<file path="src/rtl/gcd_pkg.sv">
// Shared types and width helpers for the binary GCD unit.
package gcd_pkg;

    typedef enum logic [1:0] {
        IDLE = 2'd0,
        CALC = 2'd1,
        DONE = 2'd2
    } state_t;

    // Bits needed to count shared factors of two, 0..W.
    function automatic int k_width(input int w);
        return $clog2(w + 1);
    endfunction

endpackage

</file>
<file path="src/rtl/gcd_stein_step.sv">
// One combinational reduction step of the binary GCD algorithm.
module gcd_stein_step
    import gcd_pkg::*;
#(
    parameter int W  = 16,
    parameter int KW = 5
) (
    input  logic [W-1:0]  a,
    input  logic [W-1:0]  b,
    input  logic [KW-1:0] k,
    output logic [W-1:0]  a_nxt,
    output logic [W-1:0]  b_nxt,
    output logic [KW-1:0] k_nxt,
    output logic          done,
    output logic [W-1:0]  result
);

    logic [W-1:0] w_diff_ab;
    logic [W-1:0] w_diff_ba;

    assign w_diff_ab = a - b;
    assign w_diff_ba = b - a;

    always_comb begin
        a_nxt  = a;
        b_nxt  = b;
        k_nxt  = k;
        done   = 1'b0;
        result = '0;
        if (a == '0) begin
            done   = 1'b1;
            result = b << k;
        end else if (b == '0) begin
            done   = 1'b1;
            result = a << k;
        end else if (!a[0] && !b[0]) begin
            a_nxt = a >> 1;
            b_nxt = b >> 1;
            k_nxt = k + 1'b1;
        end else if (!a[0]) begin
            a_nxt = a >> 1;
        end else if (!b[0]) begin
            b_nxt = b >> 1;
        end else if (a >= b) begin
            // odd minus odd is even, so the halving loses nothing
            a_nxt = w_diff_ab >> 1;
        end else begin
            b_nxt = w_diff_ba >> 1;
        end
    end

endmodule

</file>
<file path="src/rtl/gcd_stein_unit.sv">
// Binary (Stein) GCD unit with tagged valid/ready request and result ports.
module gcd_stein_unit
    import gcd_pkg::*;
#(
    parameter int W     = 16,
    parameter int TAG_W = 4,
    parameter int CNT_W = 8
) (
    input  logic             clk,
    input  logic             reset,
    input  logic [W-1:0]     operands_bits_A,
    input  logic [W-1:0]     operands_bits_B,
    input  logic [TAG_W-1:0] operands_bits_tag,
    input  logic             operands_val,
    output logic             operands_rdy,
    output logic [W-1:0]     result_bits_data,
    output logic [TAG_W-1:0] result_bits_tag,
    output logic [CNT_W-1:0] result_bits_cycles,
    output logic             result_val,
    input  logic             result_rdy
);

    localparam int KW = k_width(W);

    state_t           r_state;
    state_t           w_state_nxt;
    logic [W-1:0]     r_a;
    logic [W-1:0]     r_b;
    logic [KW-1:0]    r_k;
    logic [TAG_W-1:0] r_tag;
    logic [CNT_W-1:0] r_cnt;
    logic [W-1:0]     r_result;

    logic [W-1:0]     w_a_nxt;
    logic [W-1:0]     w_b_nxt;
    logic [KW-1:0]    w_k_nxt;
    logic             w_done;
    logic [W-1:0]     w_result;

    gcd_stein_step #(
        .W  (W),
        .KW (KW)
    ) u_step (
        .a      (r_a),
        .b      (r_b),
        .k      (r_k),
        .a_nxt  (w_a_nxt),
        .b_nxt  (w_b_nxt),
        .k_nxt  (w_k_nxt),
        .done   (w_done),
        .result (w_result)
    );

    always_comb begin
        w_state_nxt = r_state;
        case (r_state)
            IDLE: if (operands_val) w_state_nxt = CALC;
            CALC: if (w_done)       w_state_nxt = DONE;
            DONE: if (result_rdy)   w_state_nxt = IDLE;
            default:                w_state_nxt = IDLE;
        endcase
    end

    always_ff @(posedge clk or negedge reset) begin
        if (!reset) begin
            r_state  <= IDLE;
            r_a      <= '0;
            r_b      <= '0;
            r_k      <= '0;
            r_tag    <= '0;
            r_cnt    <= '0;
            r_result <= '0;
        end else begin
            r_state <= w_state_nxt;
            case (r_state)
                IDLE: begin
                    if (operands_val) begin
                        r_a   <= operands_bits_A;
                        r_b   <= operands_bits_B;
                        r_tag <= operands_bits_tag;
                        r_k   <= '0;
                        r_cnt <= '0;
                    end
                end
                CALC: begin
                    if (r_cnt != '1) r_cnt <= r_cnt + 1'b1;
                    r_a <= w_a_nxt;
                    r_b <= w_b_nxt;
                    r_k <= w_k_nxt;
                    if (w_done) r_result <= w_result;
                end
                default: ;
            endcase
        end
    end

    // Handshake outputs decode from state alone: no val->rdy paths.
    assign operands_rdy       = (r_state == IDLE);
    assign result_val         = (r_state == DONE);
    assign result_bits_data   = r_result;
    assign result_bits_tag    = r_tag;
    assign result_bits_cycles = r_cnt;

endmodule

</file>
<file path="config.mk">
export PLATFORM = sky130hd
export DESIGN_NAME = gcd_stein_unit
export DESIGN_NICKNAME = d
export VERILOG_FILES = /design/src/rtl/gcd_pkg.sv /design/src/rtl/gcd_stein_step.sv /design/src/rtl/gcd_stein_unit.sv
export SDC_FILE = /design/constraint.sdc
export NUM_CORES = 1
export LEC_CHECK = 0
export CAP_MARGIN = 30
export CORE_UTILIZATION = 50
export DETAILED_ROUTE_END_ITERATION = 7
export DONT_BUFFER_PORTS = 1
export PLACE_DENSITY = 0.73
export SETUP_SLACK_MARGIN = 0.05
export SYNTH_ARGS = -nofsm -noshare
export SYNTH_HDL_FRONTEND = slang
export SYNTH_SLANG_ARGS = --single-unit
</file>
<file path="constraint.sdc">
create_clock -name clk -period 4.3 [get_ports clk]
set_input_delay 0.215 -clock clk [delete_from_list [all_inputs] [get_ports clk]]
set_output_delay 0.215 -clock clk [all_outputs]
set_load 0.01 [all_outputs]
</file>
# After elaboration in Yosys (flattened, before gate mapping)

Index checks and enable logic that the tools add are counted.

Flip-flop bits (word level): 67
Bits of input ports: 40
Logic and storage cells: 78
Output and inout bits: 30

Magnitude comparators: 1
Multiplexer cells: 32
Add/sub/neg operators: 4
Equal/unequal tests: 14
Reductions and logical operators: 16
Shift operators: 2

Operators with widths:

| cell                                                            | number |
|---|---|
| 16-bit 2-to-1 mux                                               | 16 |
| 16-bit one-hot mux with 2 select lines                          | 2 |
| 16-bit logical NOT                                              | 2 |
| 16-bit by 5-bit << shifter with 16-bit output                   | 2 |
| 16-bit subtractor                                               | 2 |
| 5-bit 2-to-1 mux                                                | 4 |
| 16-bit >= comparator                                            | 1 |
| 8-bit 2-to-1 mux                                                | 2 |
| 8-bit one-hot mux with 2 select lines                           | 1 |
| 6-bit AND reduction                                             | 2 |
| 5-bit one-hot mux with 2 select lines                           | 1 |
| 5-bit AND reduction                                             | 2 |
| 8-bit by 1-bit adder with 8-bit output, second input constant   | 1 |
| 2-bit != test, second input constant                            | 4 |
| 4-bit by 3-bit != test with 1-bit output, second input constant | 2 |
| 8-bit != test, second input constant                            | 1 |
| 2-bit 2-to-1 mux                                                | 3 |
| 2-bit by 1-bit != test with 1-bit output, second input constant | 3 |
| 2-bit one-hot mux with 3 select lines                           | 1 |
| 3-bit AND reduction                                             | 2 |
| 5-bit by 1-bit adder with 5-bit output, second input constant   | 1 |
| 4-bit by 2-bit != test with 1-bit output, second input constant | 1 |
| 2-bit AND reduction                                             | 2 |
| 4-bit AND reduction                                             | 1 |
| 8 further kinds                                                 | 10 |

# Depth between registers and ports, before layout

Gate-level depths: netlist of run 1.

Word-level depth: 8
Depth in mapped cells: 13

# Cells and area by module

Synthesis of run 1 repeated with hierarchy kept, for this count alone.

Cell total of the unflattened synthesis: 825
Area, all modules: 6422.4 sq um

Modules (own cells, without submodules):

| module         | area an instance (sq um) | instances | sequential area each (sq um) | cells each |
|---|---|---|---|---|
| gcd_stein_step | 3409.5                   | 1         | 0.0                          | 515 |
| gcd_stein_unit | 3012.9                   | 1         | 1676.6                       | 310 |

# Least setup slack after synthesis of run 1

No wires, ideal clock.

Path kind: flip-flop to flip-flop
From: register r_a[0]
To: register r_a[14]
Stages on the path, launching flop included: 13
Arrival: 2.845 ns
Setup slack: 1.351 ns
Buffers on the path: 2
Setup time: 0.104 ns
Cells stage by stage: dfrtp_1 -> clkbuf_1 -> inv_1 -> ha_1 -> fa_1 -> nor2b_1 -> o21ai_0 -> a311o_1 -> o211a_2 -> nor3_4 -> buf_6 -> inv_2 -> o41ai_2

Longest elaborated chain between the ends: 8
Elaborated cells between the ends (all ways): 16

RTL lines:

| what                                   | line                 | text |
|---|---|---|
| from (decl)                            | gcd_stein_unit.sv:27 | `logic [W-1:0] r_a;` |
| from (signal assigned)                 | gcd_stein_unit.sv:78 | `r_a <= operands_bits_A;` |
| from (signal assigned)                 | gcd_stein_unit.sv:87 | `r_a <= w_a_nxt;` |
| 16-bit subtractor                      | gcd_stein_step.sv:21 | `assign w_diff_ab = a - b;` |
| 16-bit 2-to-1 mux                      | gcd_stein_step.sv:44 | `end else if (a >= b) begin` |
| 16-bit 2-to-1 mux                      | gcd_stein_step.sv:42 | `end else if (!b[0]) begin` |
| 16-bit 2-to-1 mux                      | gcd_stein_step.sv:40 | `end else if (!a[0]) begin` |
| 16-bit 2-to-1 mux                      | gcd_stein_step.sv:36 | `end else if (!a[0] && !b[0]) begin` |
| 16-bit 2-to-1 mux                      | gcd_stein_step.sv:33 | `end else if (b == '0) begin` |
| 16-bit 2-to-1 mux                      | gcd_stein_step.sv:30 | `if (a == '0) begin` |
| 16-bit one-hot mux with 2 select lines | gcd_stein_unit.sv:75 | `case (r_state)` |

Parallel ways exist; a longest one is shown, timed or not. The select of a mux whose other input is x is not followed.
A chain may end at the register's enable or synchronous reset.

# Final worst setup path of run 1

From: register r_a[0]
To: register r_a[12]

The elaborated chain is that of the path after synthesis.

==> impl_summary.log, run 1 <==
[metrics] result of the run: completed
[metrics] synth unique cells: 62
[metrics] routed wire length: 17.9 mm
[metrics] setup repair after global routing missed its margin: false
[metrics] global placer's final weighted congestion: 0.975
[metrics] synthesized area divided by synthesized cell count: 8.09 um^2
[metrics] endpoint class of the critical path: register
[metrics] Buffers on Ports: 0
[metrics] vertical extent of the die: 113 um
[metrics] post-synthesis instance area: 6120 um^2
[metrics] post-route clock period utilization: 83.2%
[metrics] Slew Limit Headroom: 33.6%
[metrics] final routed DRC violation total: 0
[metrics] transition time of the tightest slew-check pin: 0.997 ns
[metrics] most frequent cells in the layout: 81 x nor2_1, 75 x nand2_1, 67 x dfrtp_1, 51 x a21oi_1, 47 x o21ai_0
[metrics] Clock Sinks: 67
[metrics] Tightest Hold Check Type: input port to register
[metrics] number of storage elements in the synthesis netlist: 67
[metrics] global routing usage summed across all routing layers: 29.1%
[metrics] type of element launching the critical path: register
[metrics] total area of multi-input combinational cells: 4030 um^2
[metrics] Required @ worst endpoint: 4.51 ns
[metrics] clock insertion delay at the later pin of the skew report: 0.35 ns
[metrics] Detailed Routing Iterations Pass 1: 5
[metrics] antenna violations before repair: 0
[metrics] vias: 5773
[metrics] die footprint: 12700 um^2
[metrics] number of CTS-inserted buffers: 9
[metrics] largest fanout on the critical path: 29
[metrics] post-layout net count: 808
[metrics] TritonCTS clock tree: yes
[metrics] total core area: 12000 um^2
[metrics] register-to-register path setup slack: 0.72 ns
[metrics] final global-route overflow total: 0
[metrics] Avg Vias per Cell: 6.54
[metrics] maximum number of pins on one net before global-route repair: 68
[metrics] Post-synth top flop: dfrtp_1
[metrics] Initial Utilization: 51.2%
[metrics] category of the critical setup timing path: register to register
[metrics] wire length of the first global-routing pass: 28.4 mm
[metrics] layout cells sized above 1: 9.92%
[metrics] number of placement rows: 40
[metrics] buffer depth of the longest clock path: 2
[metrics] number of global-route vias before repair: 5414
[metrics] critical path arrival: 3.79 ns
[metrics] Total Neg Setup Slack: 0 ns
[metrics] number of DRC violations after detailed-routing iteration 0: 556
[metrics] Tmin final: 3.58 ns
[metrics] per-cell routed wire length: 20.3 um
[metrics] async set-reset flop share out of synthesis: 100%
[metrics] fill cell instance count of the final layout: 1117
[metrics] number of routed nets with antenna violations: 0
[metrics] root buffer cell: clkbuf_16
[metrics] number of resized instances in the post-cts repair step: 0
[metrics] clock input transition at the sequential cells of the worst setup and hold paths: 0.06 ns
[metrics] f_max: 0.279 GHz
[metrics] Antenna Cells: 0
[metrics] Detailed Place HPWL: 13.1 mm
[metrics] sequential-to-total area share from yosys stat: 27.4%
[metrics] yosys warns: 0
[metrics] final number of setup-violating endpoints: 0
[metrics] count of flip-flops with a built-in enable after synthesis: 0
[metrics] chip width: 113 um
[metrics] top-level I/O count: 70
[metrics] maxcap violations: 0
[metrics] Syn Inst Count: 757
[metrics] final hold violation count: 0
[metrics] count of final max-slew check failures: 0
[metrics] most common cell after layout, fill and taps aside: nor2_1
[metrics] H-tree level count: 3
[metrics] area grow syn2layout: 7.66%
[metrics] Register Area: 1680 um^2
[metrics] clk_skew: 0.00895 ns
[metrics] synthesized net count: 834
-- layer usage --
layer	part of all wire [%]	GRT usage [%]	wire length [um]
met5	0	0	0
met4	5.5	18.4	979
met3	5.9	5.35	1050
met2	48	47.2	8500
met1	41	35.5	7350
-- kinds of logic after synthesis --
kind of cell	synth area share, %
AND/OR/NAND/NOR	18.4
AO/OA/AOI/OAI	26.4
buffers and inverters	6.82
flip-flops	27.4
multiplexers	8.99
adder cells (fa/ha/maj)	7.81
XOR/XNOR	4.15
-- area by class of cell --
| type | instances | share of cell area (%) |
|---|---|---|
| Clock inverter | 7 | 1.84 |
| Sequential cell | 67 | 25.4 |
| Clock buffer | 9 | 3.42 |
| Timing Repair Buffer | 19 | 2.92 |
| Multi-Input combinational cell | 591 | 61.2 |
| Inverter | 43 | 2.45 |
| Tap cell | 147 | 2.79 |
-- metrics by stage --
step	instances	area [um^2]	util (%)	hold WS (ns)	setup slack [ns]
after floorplan	757	6120	-	-0.0806	1.35
after global placement	861	6150	51.4	-0.0782	0.938
after detailed placement	862	6180	51.7	-0.0784	0.802
after CTS	883	6590	55.1	0.00570	0.749
after global routing	883	6590	55.1	0.00792	0.480
final	883	6590	55.1	0.0164	0.722
-- what timing repair did --
| action | CTS | global route |
|---|---|---|
| hold buffers | 5 | 0 |
| setup buffers | 0 | 0 |
| hold endpoints to repair | 70 | 0 |
-- sequential cells by signal (all words and copies together), names as in the netlist --
| signal | cells |
|---|---|
| r_k | 5 |
| r_b | 16 |
| result_bits_data | 16 |
| r_a | 16 |
| r_state | 2 |
| result_bits_cycles | 8 |
| result_bits_tag | 4 |
-- cell usage after synthesis (12+ instances only) --
library cell	number	area share, %
nor2_1	81	5.0
nand2_1	75	4.6
dfrtp_1	67	27
a21oi_1	51	4.2
o21ai_0	47	3.8
inv_1	41	2.5
ha_1	35	7.2
clkbuf_1	30	1.8
mux2i_1	28	4.6
o31ai_1	22	2.7
a211oi_1	16	2.0
mux2_2	16	2.9
xnor2_1	16	2.3
a221oi_1	14	2.0
buf_2	13	1.1
nand3_1	13	1.1
xor2_1	13	1.9
a22o_1	12	1.7
-- worst max-delay path, cell delays in order (launching register included) --
cell      delay [ns]
dfrtp_1         0.57
inv_1           0.20
ha_1            0.27
fa_1            0.42
nor2b_1         0.17
o21ai_0         0.12
a311o_1         0.36
o211ai_1        0.41
o211ai_1        0.20
buf_4           0.28
a211oi_1        0.32
a22oi_1         0.11
-- path summary, 6_finish.rpt --
kind                                                  startpoint                               end  cells after the start
max in group asynchronous                                  reset                r_b[6]$_DFFE_PN0P_                      2
worst max register to register                r_a[0]$_DFFE_PN0P_               r_a[12]$_DFFE_PN0P_                     11
worst min-delay path                        operands_bits_tag[2]    result_bits_tag[2]$_DFFE_PN0P_                      1
worst max-delay path                          r_a[0]$_DFFE_PN0P_               r_a[12]$_DFFE_PN0P_                     11
min in group asynchronous                                  reset               r_a[15]$_DFFE_PN0P_                      2
worst min register to register  result_bits_data[10]$_DFFE_PN0P_  result_bits_data[10]$_DFFE_PN0P_                      2
Power of run 1 is left out: the tool's default activity adds up to more than one toggle a clock period on the data nets, which glitch-free logic cannot reach.
==> inputs of run 2 (changes only) <==
--- a/config.mk
+++ b/config.mk
@@ -9,7 +9,7 @@
 export CORE_UTILIZATION = 50
 export DETAILED_ROUTE_END_ITERATION = 7
 export DONT_BUFFER_PORTS = 1
-export PLACE_DENSITY = 0.73
+export PLACE_DENSITY = 0.76
 export SETUP_SLACK_MARGIN = 0.05
 export SYNTH_ARGS = -nofsm -noshare
 export SYNTH_HDL_FRONTEND = slang
==> constraint.sdc (replaced) <==
create_clock -name clk -period 3.2 [get_ports clk]
set_input_delay 0.16 -clock clk [delete_from_list [all_inputs] [get_ports clk]]
set_output_delay 0.16 -clock clk [all_outputs]
set_load 0.01 [all_outputs]
==> run 2 against run 1 <==
  * Non-clock buffer count is 38 higher
  * Via count grew 3.2%
  * Cell count is 4.3% higher
  * Sequential share of layout area decreased by 1.1 points
  * Maximum frequency rose by 21%
  * Count of clock-buffer cells in the layout did not move
  * Register-to-register slack got worse by 0.48 ns
  * Sequential cell count did not move
  * Die area is the same
  * Clock skew up 0.0011 ns
  * Cell area up 4.4%
  * Critical path depth shrank 1
  * Largest cell class unchanged
==> impl_summary.log, run 2 (synthesized netlist as in run 1, its figures left out) <==
[metrics] Detailed Routing Iterations Pass 1: 5
[metrics] routed wire length: 19.4 mm
[metrics] TritonCTS clock tree: yes
[metrics] capture point of the worst reg-to-reg path: r_a[10]$_DFFE_PN0P_
[metrics] most common cell after layout, fill and taps aside: nor2_1
[metrics] layout cells sized above 1: 13.7%
[metrics] post-layout net count: 846
[metrics] buffer depth of the longest clock path: 2
[metrics] vias: 5956
[metrics] post-route clock period utilization: 92.6%
[metrics] top-level I/O count: 70
[metrics] wire length of the first global-routing pass: 31.3 mm
[metrics] transition time of the tightest slew-check pin: 0.799 ns
[metrics] Initial Utilization: 51.2%
[metrics] register-to-register path setup slack: 0.24 ns
[metrics] setup repair after global routing missed its margin: false
[metrics] Setup Fix Bufs, Post-CTS: 0
[metrics] Worst R2R Path Depth: 10
[metrics] launch instance of the worst register-to-register path: r_a[6]$_DFFE_PN0P_
[metrics] Antenna Cells: 0
[metrics] wire length on met3: 1.20 mm
[metrics] number of placement rows: 40
[metrics] endpoint class of the critical path: register
[metrics] Tightest Hold Check Type: input port to register
[metrics] Clock Sinks: 67
[metrics] result of the run: completed
[metrics] final global-route overflow total: 0
[metrics] Total Neg Setup Slack: 0 ns
[metrics] number of CTS-inserted buffers: 9
[metrics] setup slack of the critical path after layout: 0.238 ns
[metrics] topmost layer with routed signal wires: met4
[metrics] most frequent cells in the layout: 81 x nor2_1, 75 x nand2_1, 67 x dfrtp_1, 51 x a21oi_1, 47 x o21ai_0
[metrics] number of DRC violations after detailed-routing iteration 0: 446
[metrics] endpoint of the worst setup timing path: r_a[10]$_DFFE_PN0P_
[metrics] largest fanout on the critical path: 15
[metrics] H-tree level count: 3
[metrics] per-cell routed wire length: 21.0 um
[metrics] Detailed Place HPWL: 14.7 mm
[metrics] Buffers on Ports: 0
[metrics] die footprint: 12700 um^2
[metrics] total core area: 12000 um^2
[metrics] Required @ worst endpoint: 3.44 ns
[metrics] type of element launching the critical path: register
[metrics] area grow syn2layout: 12.4%
[metrics] Slew Limit Headroom: 46.7%
[metrics] category of the critical setup timing path: register to register
[metrics] clk_skew: 0.0101 ns
[metrics] vertical extent of the die: 113 um
[metrics] post-place instance area: 6440 um^2
[metrics] maxcap violations: 0
[metrics] f_max: 0.338 GHz
[metrics] critical path arrival: 3.20 ns
[metrics] count of final max-slew check failures: 0
[metrics] maximum number of pins on one net before global-route repair: 68
[metrics] global routing usage summed across all routing layers: 31.9%
[metrics] Avg Vias per Cell: 6.47
[metrics] final routed DRC violation total: 0
[metrics] final hold violation count: 0
[metrics] root buffer cell: clkbuf_16
[metrics] number of routed nets with antenna violations: 0
[metrics] Tmin final: 2.96 ns
[metrics] number of global-route vias before repair: 6012
[metrics] hold slack: 0.00501 ns
[metrics] metal1 wirelength: 7.72 mm
[metrics] final number of setup-violating endpoints: 0
[metrics] post-layout instance area: 6880 um^2
[metrics] amount of wire on met2 after detailed routing: 9.23 mm
[metrics] Crit. Startpoint: r_a[6]$_DFFE_PN0P_
[metrics] clock insertion delay at the later pin of the skew report: 0.35 ns
[metrics] global placer's final weighted congestion: 0.963
[metrics] antenna violations before repair: 0
[metrics] worst slack after detailed placement: 0.264 ns
[metrics] clock input transition at the sequential cells of the worst setup and hold paths: 0.06 ns
[metrics] chip width: 113 um
run 2: changes by cell type in the layout (fill, tap and decap cells not counted), sizes merged:
cell,delta
dlygate4sd3,+6
bufinv,-2
clkinv,-2
buf,+32
clkinvlp,+2
inv,+2
run 2: final cells by class:
cell class / count / area (um^2)
Inverter: 43 / 161
Clock buffer: 9 / 225
Clock inverter: 7 / 82.6
Timing Repair Buffer: 57 / 518
Tap cell: 147 / 184
Multi-Input combinational cell: 591 / 4030
Fill cell: 1077 / 5080
Sequential cell: 67 / 1680
run 2: worst min-delay path by stage:
stage | from | endpoint | cells past startpoint
6_report | operands_bits_A[13] | r_a[13]$_DFFE_PN0P_ | 2
5_1_grt | operands_bits_A[13] | r_a[13]$_DFFE_PN0P_ | 2
4_1_cts | operands_bits_A[13] | r_a[13]$_DFFE_PN0P_ | 2
3_5_place_dp | reset | r_a[15]$_DFFE_PN0P_ | 0
3_3_place_gp | reset | r_a[15]$_DFFE_PN0P_ | 0
2_1_floorplan | reset | r_a[0]$_DFFE_PN0P_ | 0
run 2: what timing repair did:
action	CTS	global route
hold buffers	11	0
setup endpoints to repair	0	3
endpoints found under the hold margin	76	0
resized for setup	0	1
run 2: layer usage:
metal | track usage (%) | vias up
li1 | - | 2768
met5 | 0 | -
met3 | 5.72 | 80
met4 | 21.0 | 0
met2 | 53.0 | 267
met1 | 37.9 | 2841
run 2: worst max-delay path: stages, from the launching register on:
cell and delay (ns):
dfrtp_1 0.49, inv_1 0.08, ha_1 0.48, nand2_1 0.10, or3_1 0.34, a311o_1 0.35
o211a_2 0.18, nor3_4 0.15, buf_4 0.25, a221oi_1 0.10, o31ai_1 0.31
run 2: stage by stage:
step	instances	util [%]
6_report	921	57.5
5_1_grt	921	57.5
4_1_cts	921	57.5
3_5_place_dp	894	53.9
3_3_place_gp	893	53.6
2_1_floorplan	757	-
Power of run 2 is left out for the same reason.
